## src/rtl/square_root_if.sv

```systemverilog
// Start/busy/done handshake bundle for the two-lane square-root unit.
// The requester drives the master side; the unit sits on the slave side.
interface square_root_if #(
  parameter int word_size = 24
);
  logic                 start;
  logic [word_size-1:0] data_1;
  logic [word_size-1:0] data_2;
  logic [word_size-1:0] root_1;
  logic [word_size-1:0] root_2;
  logic                 busy;
  logic                 done;
  logic                 invalid_1;
  logic                 invalid_2;

  modport master (
    output start, data_1, data_2,
    input  root_1, root_2, busy, done, invalid_1, invalid_2
  );

  modport slave (
    input  start, data_1, data_2,
    output root_1, root_2, busy, done, invalid_1, invalid_2
  );
endinterface

```

## src/rtl/square_root.sv

```systemverilog
// Two-lane iterative restoring square root; one root bit per clock per lane.
// Define SQRT_ROUND_EN to round the root to nearest instead of truncating.
module square_root #(
  parameter int word_size = 24,
  parameter int exp_width = 8
) (
  input  logic          clk,
  input  logic          rst,
  square_root_if.slave  bus
);
  localparam int M  = word_size - 1 - exp_width;
  localparam int R  = M + 1;
  localparam int N  = R / 2;
  localparam int CW = $clog2(N);
`ifdef SQRT_ROUND_EN
  localparam int RW = N + 1;
`else
  localparam int RW = N;
`endif

  typedef enum logic [1:0] {IDLE, CALC, DONE} state_t;

  state_t               r_state;
  logic [CW-1:0]        r_count;
  logic [R-1:0]         r_rad  [2];
  logic [N+1:0]         r_rem  [2];
  logic [N-1:0]         r_root [2];
  logic                 r_neg  [2];
  logic [exp_width-1:0] r_eout [2];
  logic [word_size-1:0] r_res  [2];
  logic                 r_inv  [2];
  logic                 r_busy;
  logic                 r_done;

  logic [word_size-1:0] w_op        [2];
  logic [R-1:0]         w_load_rad  [2];
  logic [N+3:0]         w_shift     [2];
  logic [N+3:0]         w_trial     [2];
  logic                 w_keep      [2];
  logic [N+1:0]         w_next_rem  [2];
  logic [N-1:0]         w_next_root [2];
  logic [RW-1:0]        w_final     [2];
  logic [word_size-1:0] w_word      [2];

  // NOTE: every always_comb output is assigned on every path so no latch is inferred.
  always_comb begin
    w_op[0] = bus.data_1;
    w_op[1] = bus.data_2;
    for (int l = 0; l < 2; l++) begin
      // An odd exponent is folded into the radicand so the exponent halves exactly.
      w_load_rad[l]  = {1'b0, w_op[l][word_size-2:exp_width]} << w_op[l][0];
      w_shift[l]     = {r_rem[l], r_rad[l][R-1 -: 2]};
      w_trial[l]     = w_shift[l] - {2'b00, r_root[l], 2'b01};
      w_keep[l]      = ~w_trial[l][N+3];
      w_next_rem[l]  = w_keep[l] ? w_trial[l][N+1:0] : w_shift[l][N+1:0];
      w_next_root[l] = {r_root[l][N-2:0], w_keep[l]};
`ifdef SQRT_ROUND_EN
      w_final[l]     = {1'b0, r_root[l]} + RW'(r_rem[l] > (N+2)'(r_root[l]));
`else
      w_final[l]     = r_root[l];
`endif
      w_word[l]      = {1'b0, M'(w_final[l]), r_eout[l]};
    end
  end

  // NOTE: sequential state uses non-blocking assignments only, so every register
  // samples pre-edge values regardless of statement order.
  always_ff @(posedge clk) begin
    if (rst) begin
      r_state <= IDLE;
      r_count <= '0;
      r_busy  <= 1'b0;
      r_done  <= 1'b0;
      for (int l = 0; l < 2; l++) begin
        r_rad[l]  <= '0;
        r_rem[l]  <= '0;
        r_root[l] <= '0;
        r_neg[l]  <= 1'b0;
        r_eout[l] <= '0;
        r_res[l]  <= '0;
        r_inv[l]  <= 1'b0;
      end
    end else begin
      r_done <= 1'b0;
      case (r_state)
        IDLE: begin
          if (bus.start) begin
            for (int l = 0; l < 2; l++) begin
              r_rad[l]  <= w_load_rad[l];
              r_rem[l]  <= '0;
              r_root[l] <= '0;
              r_neg[l]  <= w_op[l][word_size-1];
              r_eout[l] <= w_op[l][exp_width-1:0] >> 1;
            end
            r_count <= CW'(N - 1);
            r_busy  <= 1'b1;
            r_state <= CALC;
          end
        end
        CALC: begin
          for (int l = 0; l < 2; l++) begin
            r_rad[l]  <= r_rad[l] << 2;
            r_rem[l]  <= w_next_rem[l];
            r_root[l] <= w_next_root[l];
          end
          if (r_count == '0) begin
            r_state <= DONE;
          end else begin
            r_count <= r_count - 1'b1;
          end
        end
        DONE: begin
          for (int l = 0; l < 2; l++) begin
            r_res[l] <= r_neg[l] ? '0 : w_word[l];
            r_inv[l] <= r_neg[l];
          end
          r_done  <= 1'b1;
          r_busy  <= 1'b0;
          r_state <= IDLE;
        end
        default: r_state <= IDLE;
      endcase
    end
  end

  assign bus.root_1    = r_res[0];
  assign bus.root_2    = r_res[1];
  assign bus.invalid_1 = r_inv[0];
  assign bus.invalid_2 = r_inv[1];
  assign bus.busy      = r_busy;
  assign bus.done      = r_done;
endmodule

```

## src/flat_wrapper.sv

```systemverilog
// flat-port wrapper written by rule: the top's interface ports become plain ports
module square_root_flat 
#(
  parameter int word_size = 24,
  parameter int exp_width = 8
)
  (clk, rst, bus_start, bus_data_1, bus_data_2, bus_root_1, bus_root_2, bus_busy, bus_done, bus_invalid_1, bus_invalid_2);
  square_root_if #(.word_size(word_size)) bus_i ();
  input  logic clk;
  input  logic rst;
  input wire logic [$bits(bus_i.start)-1:0] bus_start;
  input wire logic [$bits(bus_i.data_1)-1:0] bus_data_1;
  input wire logic [$bits(bus_i.data_2)-1:0] bus_data_2;
  output wire logic [$bits(bus_i.root_1)-1:0] bus_root_1;
  output wire logic [$bits(bus_i.root_2)-1:0] bus_root_2;
  output wire logic [$bits(bus_i.busy)-1:0] bus_busy;
  output wire logic [$bits(bus_i.done)-1:0] bus_done;
  output wire logic [$bits(bus_i.invalid_1)-1:0] bus_invalid_1;
  output wire logic [$bits(bus_i.invalid_2)-1:0] bus_invalid_2;
  assign bus_i.start = bus_start;
  assign bus_i.data_1 = bus_data_1;
  assign bus_i.data_2 = bus_data_2;
  assign bus_root_1 = bus_i.root_1;
  assign bus_root_2 = bus_i.root_2;
  assign bus_busy = bus_i.busy;
  assign bus_done = bus_i.done;
  assign bus_invalid_1 = bus_i.invalid_1;
  assign bus_invalid_2 = bus_i.invalid_2;
  square_root #(.word_size(word_size), .exp_width(exp_width)) u_core (.clk(clk), .rst(rst), .bus(bus_i));
endmodule
```

## config.mk

```make
export PLATFORM = sky130hd
export DESIGN_NAME = square_root_flat
export DESIGN_NICKNAME = d
export VERILOG_FILES = /design/src/rtl/square_root_if.sv /design/src/rtl/square_root.sv /design/src/flat_wrapper.sv
export SDC_FILE = /design/constraint.sdc
export NUM_CORES = 1
export LEC_CHECK = 0
export ABC_CLOCK_PERIOD_IN_PS = 4200
export CORE_MARGIN = 2
export CORE_UTILIZATION = 25
export DETAILED_ROUTE_END_ITERATION = 7
export REMOVE_ABC_BUFFERS = 1
export SLEW_MARGIN = 20
export SYNTH_ARGS = -nofsm -noshare
export SYNTH_HDL_FRONTEND = slang
export SYNTH_SLANG_ARGS = --single-unit
```

## constraint.sdc

```tcl
create_clock -name clk -period 4.2 [get_ports clk]
set_input_delay 0.84 -clock clk [delete_from_list [all_inputs] [get_ports clk]]
set_output_delay 0.84 -clock clk [all_outputs]
set_load 0.02 [all_outputs]
```

Word-level counts from Yosys, hierarchy flattened
Memories as Yosys holds them, arrays and structs flattened. Cells that the tools add are included.

Flip-flop bits (word level): 7. Latch bits: 0. RAM bits: 118. Memory bits (read-only): 0. Bits of input ports: 51. Output and inout bits: 52. Logic and storage cells: 94. Memories kept: 7.

Memory list: u_core.r_rad (depth 2, bits a word 16, rd ports 2, clocked after Yosys merged registers in 0, write ports 2, RTL line square_root.sv:25) `logic [R-1:0] r_rad [2];`; u_core.r_res (depth 2, bits a word 16, rd ports 2, clocked after Yosys merged registers in 0, write ports 2, RTL line square_root.sv:30) `logic [word_size-1:0] r_res [2];`; u_core.r_rem (depth 2, bits a word 10, rd ports 2, clocked after Yosys merged registers in 0, write ports 2, RTL line square_root.sv:26) `logic [N+1:0] r_rem [2];`; u_core.r_root (depth 2, bits a word 8, rd ports 2, clocked after Yosys merged registers in 0, write ports 2, RTL line square_root.sv:27) `logic [N-1:0] r_root [2];`; u_core.r_eout (depth 2, bits a word 7, rd ports 2, clocked after Yosys merged registers in 0, write ports 2, RTL line square_root.sv:29) `logic [exp_width-1:0] r_eout [2];`; u_core.r_inv (depth 2, bits a word 1, rd ports 2, clocked after Yosys merged registers in 0, write ports 2, RTL line square_root.sv:31) `logic r_inv [2];`; 1 more memories.

$add $sub $neg: 3. Multiply operators: 0. Divide/modulo/power cells: 0. $lt $le $gt $ge: 0. Eq/ne operators: 5. Shifts and indexed selects: 2. Muxes and demuxes: 44. Bitwise operators: 22. Reductions and logical operators: 7.

Operators with widths (count): $mux W16 (8); $mux W10 (6); $mux W8 (4); $shl A15 B1 Y16 (2); $sub A12 B10 Y12 (2); $or A1 B1 Y1 (20); $mux W1 (17); $mux W7 (2); $mux W3 (2); $pmux W3 S2 (1); $mux W2 (2); $ne A2 B2 Y1 const B (2); $pmux W2 S2 (1); $reduce_and A2 Y1 (2); $reduce_bool A2 Y1 (2); $logic_not A3 Y1 (1); $reduce_and A3 Y1 (1); $sub A3 B1 Y3 const B (1); $eq A2 B1 Y1 const B (1); $eq A2 B2 Y1 const B (1); $logic_not A2 Y1 (1); $ne A2 B1 Y1 const B (1); $not A1 Y1 (2); $pmux W1 S2 (1).

Logic depth before layout (Yosys ltp)
Depth after elaboration: 6. Depth in mapped cells: 9. Mapped depth without buffers: 8.

Least setup slack after synthesis
OpenSTA, ideal clock, no wires.

Path kind: input-to-reg. From: in rst. To: mem u_core.r_rad[0][0] (netlist bit), enable pin. Library setup time: 0.437 ns. Arrival time: 3.259 ns. Required time: 3.763 ns. Slack: 0.504 ns. Cell stages on the path: 3. Buffers on the path: 1. Cells stage by stage: clkbuf_1 a21o_1 nand2b_1.

RTL lines: from (decl) (RTL line flat_wrapper.sv:10) `input logic rst;`; to (decl) (RTL line square_root.sv:25).

==> results.sh <==
export IMPL_crit_path_end_kind="flop"
export IMPL_synth_flop_cell="edfxtp_1"
export IMPL_final_setup_tns_ns=0
export IMPL_track_usage_pct=9.29
export IMPL_drive_above_1_share_pct=7.25
export IMPL_via_count=3866
export IMPL_p_leak_nw=2.98
export IMPL_dr_pass1_iters=4
export IMPL_drtIter0Drc=191
export IMPL_layout_nets=665
export IMPL_min_period_over_period_pct=63.3
export IMPL_fmax_mhz=376
export IMPL_cts_setup_buffers=0
export IMPL_rows=57
export IMPL_portBuffers=84
export IMPL_insertion_delay_ns=0.42
export IMPL_clkTransAtPathRegs_ns=0.06
export IMPL_yosysUniqueCellTypes=40
export IMPL_clock_sinks=123
export IMPL_async_flop_share_pct=0
export IMPL_worstSetupStartpointType="primary input"
export IMPL_grt_max_degree=38
export IMPL_core_area_mm2=0.0242
export IMPL_fp_dieH_um=160
export IMPL_holdPathStages=2
export IMPL_h_tree_depth=4
export IMPL_routed_wl_um=11500
export IMPL_grt_pass1_vias=3792
export IMPL_yosysSeqAreaShare_pct=59.4
export IMPL_antenna_left=0
export IMPL_place_gp_congestion=0.752
export IMPL_finalClockSkew_ns=0.0106
export IMPL_hpwl_um=8140
export IMPL_reg2regPathDepth=8
export IMPL_clockBufferDepth=2
export IMPL_die_w_um=160
export IMPL_setup_viol=0
export IMPL_crit_fanout=37
export IMPL_n_antenna_cell=0
export IMPL_syn_cell_area_mm2=0.00610
export IMPL_power_density_mw_per_mm2=500
export IMPL_synthCells=509
export IMPL_start_util_pct=25.2
export IMPL_grt_pass1_wl_um=18800
export IMPL_route_detailed_drc=0
export IMPL_cts_tree="yes"
export IMPL_die_area_mm2=0.0257
export IMPL_rsz0062_at_grt="false"
export IMPL_io_pin_count=103
export IMPL_relSlewSlack_pct=32.6
export IMPL_hold_buffers=0
export IMPL_outcome="complete, no violations"
export IMPL_hold_class="reg -> reg"
export IMPL_dpl_cell_area_mm2=0.00723
export IMPL_max_cap_violations=0
export IMPL_ir_drop_v=0.000223
export IMPL_synthToLayoutAreaGrowth_pct=27.9
export IMPL_finalPower_mw=3.91
export IMPL_crit_arrival_ns=2.76
export IMPL_grt_overflow_total=0
export IMPL_stdcell_area_mm2=0.00781
export IMPL_yosys_warnings=0
export IMPL_antenna_found_initial=0
export IMPL_wire_per_inst_um=12.4
export IMPL_finalHoldViolCount=0
export IMPL_synth_largest_area_cell="edfxtp_1"
export IMPL_required_ns=4.30
export IMPL_drv_slew=0
export IMPL_period_needed_ns=2.66
export IMPL_ys_seq_elements=123
export IMPL_ys_top_cells_by_area="edfxtp_1, mux2i_1, ha_1"
export IMPL_cts_root_buf="clkbuf_16"
export IMPL_pre_cts_ws_ns=1.10
export IMPL_cts_resized=0
export IMPL_setup_ws_ns=1.54
export IMPL_cts_buffers=17
export IMPL_yosysTopAreaCellShare_pct=57.1
export IMPL_tightest_slew_ns=1.01
export IMPL_crit_type="in -> reg"
export IMPL_reg2reg_slack_ns=1.89
export IMPL_synth_edf_count=116
export IMPL_synth_avg_cell_area_um2=12.0
export IMPL_vias_per_cell=4.15
[power breakdown]
group / switching [mW] / internal [mW]
Clock: 0.531 / 0.869
Sequential: 0.0595 / 1.51
Combinational: 0.515 / 0.421
[critical path, stage by stage]
cell             delay (ns)
clkdlybuf4s50_1        0.70
a21o_1                 0.13
buf_4                  0.24
nand2b_2               0.53
buf_12                 0.29
[kinds of logic (layout without fill, tap and decap cells)]
group	Yosys count	count (layout)	share of synthesized area [%]
and+or+nand+nor	170	170	14.3
other	1	18	0.0614
buffers and inverters	64	145	5.33
muxes	40	40	6.56
AOI/OAI and AO/OA	73	73	7.71
adders and majority gates	20	20	4.10
xor gates and xnor gates	18	18	2.58
DFF	123	123	59.4
[cells in the final DEF, fill, tap and decap left out, types with 10 or more instances in the layout]
cell type,n
nor2_1,47
o21ai_0,37
edfxtp_1,116
xnor2_1,12
ha_1,20
nand2b_1,10
mux2i_1,40
conb_1,18
inv_1,25
nand2_1,35
clkbuf_16,17
and2_1,33
clkdlybuf4s50_1,84
nor3_1,20
[sequential cells by signal, indices dropped and copies added (netlist names)]
signal / cells
u_core.r_rad: 32
u_core.r_res: 30
u_core.r_rem: 20
u_core.r_root: 16
u_core.r_eout: 14
u_core.r_count: 3
u_core.r_inv: 2
u_core.r_neg: 2
u_core.r_state: 2
u_core.bus.busy: 1
u_core.bus.done: 1
[metrics by stage]
stage / hold slack, ns / util (%) / instances
after floorplan: 0.444 / - / 487
after global placement: 0.459 / 29.9 / 899
after detailed placement: 0.468 / 29.9 / 899
after CTS: 0.477 / 32.3 / 931
after global routing: 0.511 / 32.3 / 931
final: 0.477 / 32.3 / 931
[Yosys cell counts (3+ instances only)]
| master | number |
|---|---|
| xnor2_1 | 12 |
| xor2_1 | 6 |
| nor2_1 | 48 |
| and2_1 | 33 |
| inv_1 | 25 |
| o21a_1 | 6 |
| ha_1 | 20 |
| edfxtp_1 | 116 |
| nor2b_1 | 3 |
| o211ai_1 | 4 |
| o21ai_0 | 37 |
| nand2_1 | 35 |
| nor3_1 | 20 |
| mux2i_1 | 40 |
| nand4b_1 | 5 |
| a21oi_1 | 7 |
| dfxtp_1 | 7 |
| clkbuf_1 | 15 |
| nand2b_1 | 12 |
| buf_4 | 18 |
| a21o_1 | 3 |
[layer usage]
layer	vias to the layer above	wire [µm]	track usage, %
met5	-	0	0
met4	0	209	4.05
met3	17	529	3.01
met2	84	5290	14.7
met1	1811	5490	11.7
li1	1954	-	-
[final timing paths]
path | start | endpoint
hold reg to reg | u_core.bus.busy | u_core.bus.busy
setup / recovery | rst | u_core.r_rad[0][1]
setup reg to reg | u_core.r_root[0][14] | u_core.r_rem[0][17]
hold / removal | u_core.bus.busy | u_core.bus.busy
[cell type report]
cell class | instances | area [µm²]
clock buffer | 17 | 425
clock inverter | 15 | 150
fill | 2452 | 16400
inverter | 25 | 93.8
multi-input combinational | 339 | 2230
sequential | 123 | 3620
tap | 324 | 405
timing repair buffer | 88 | 883
Power figures use the tool's default switching activity.
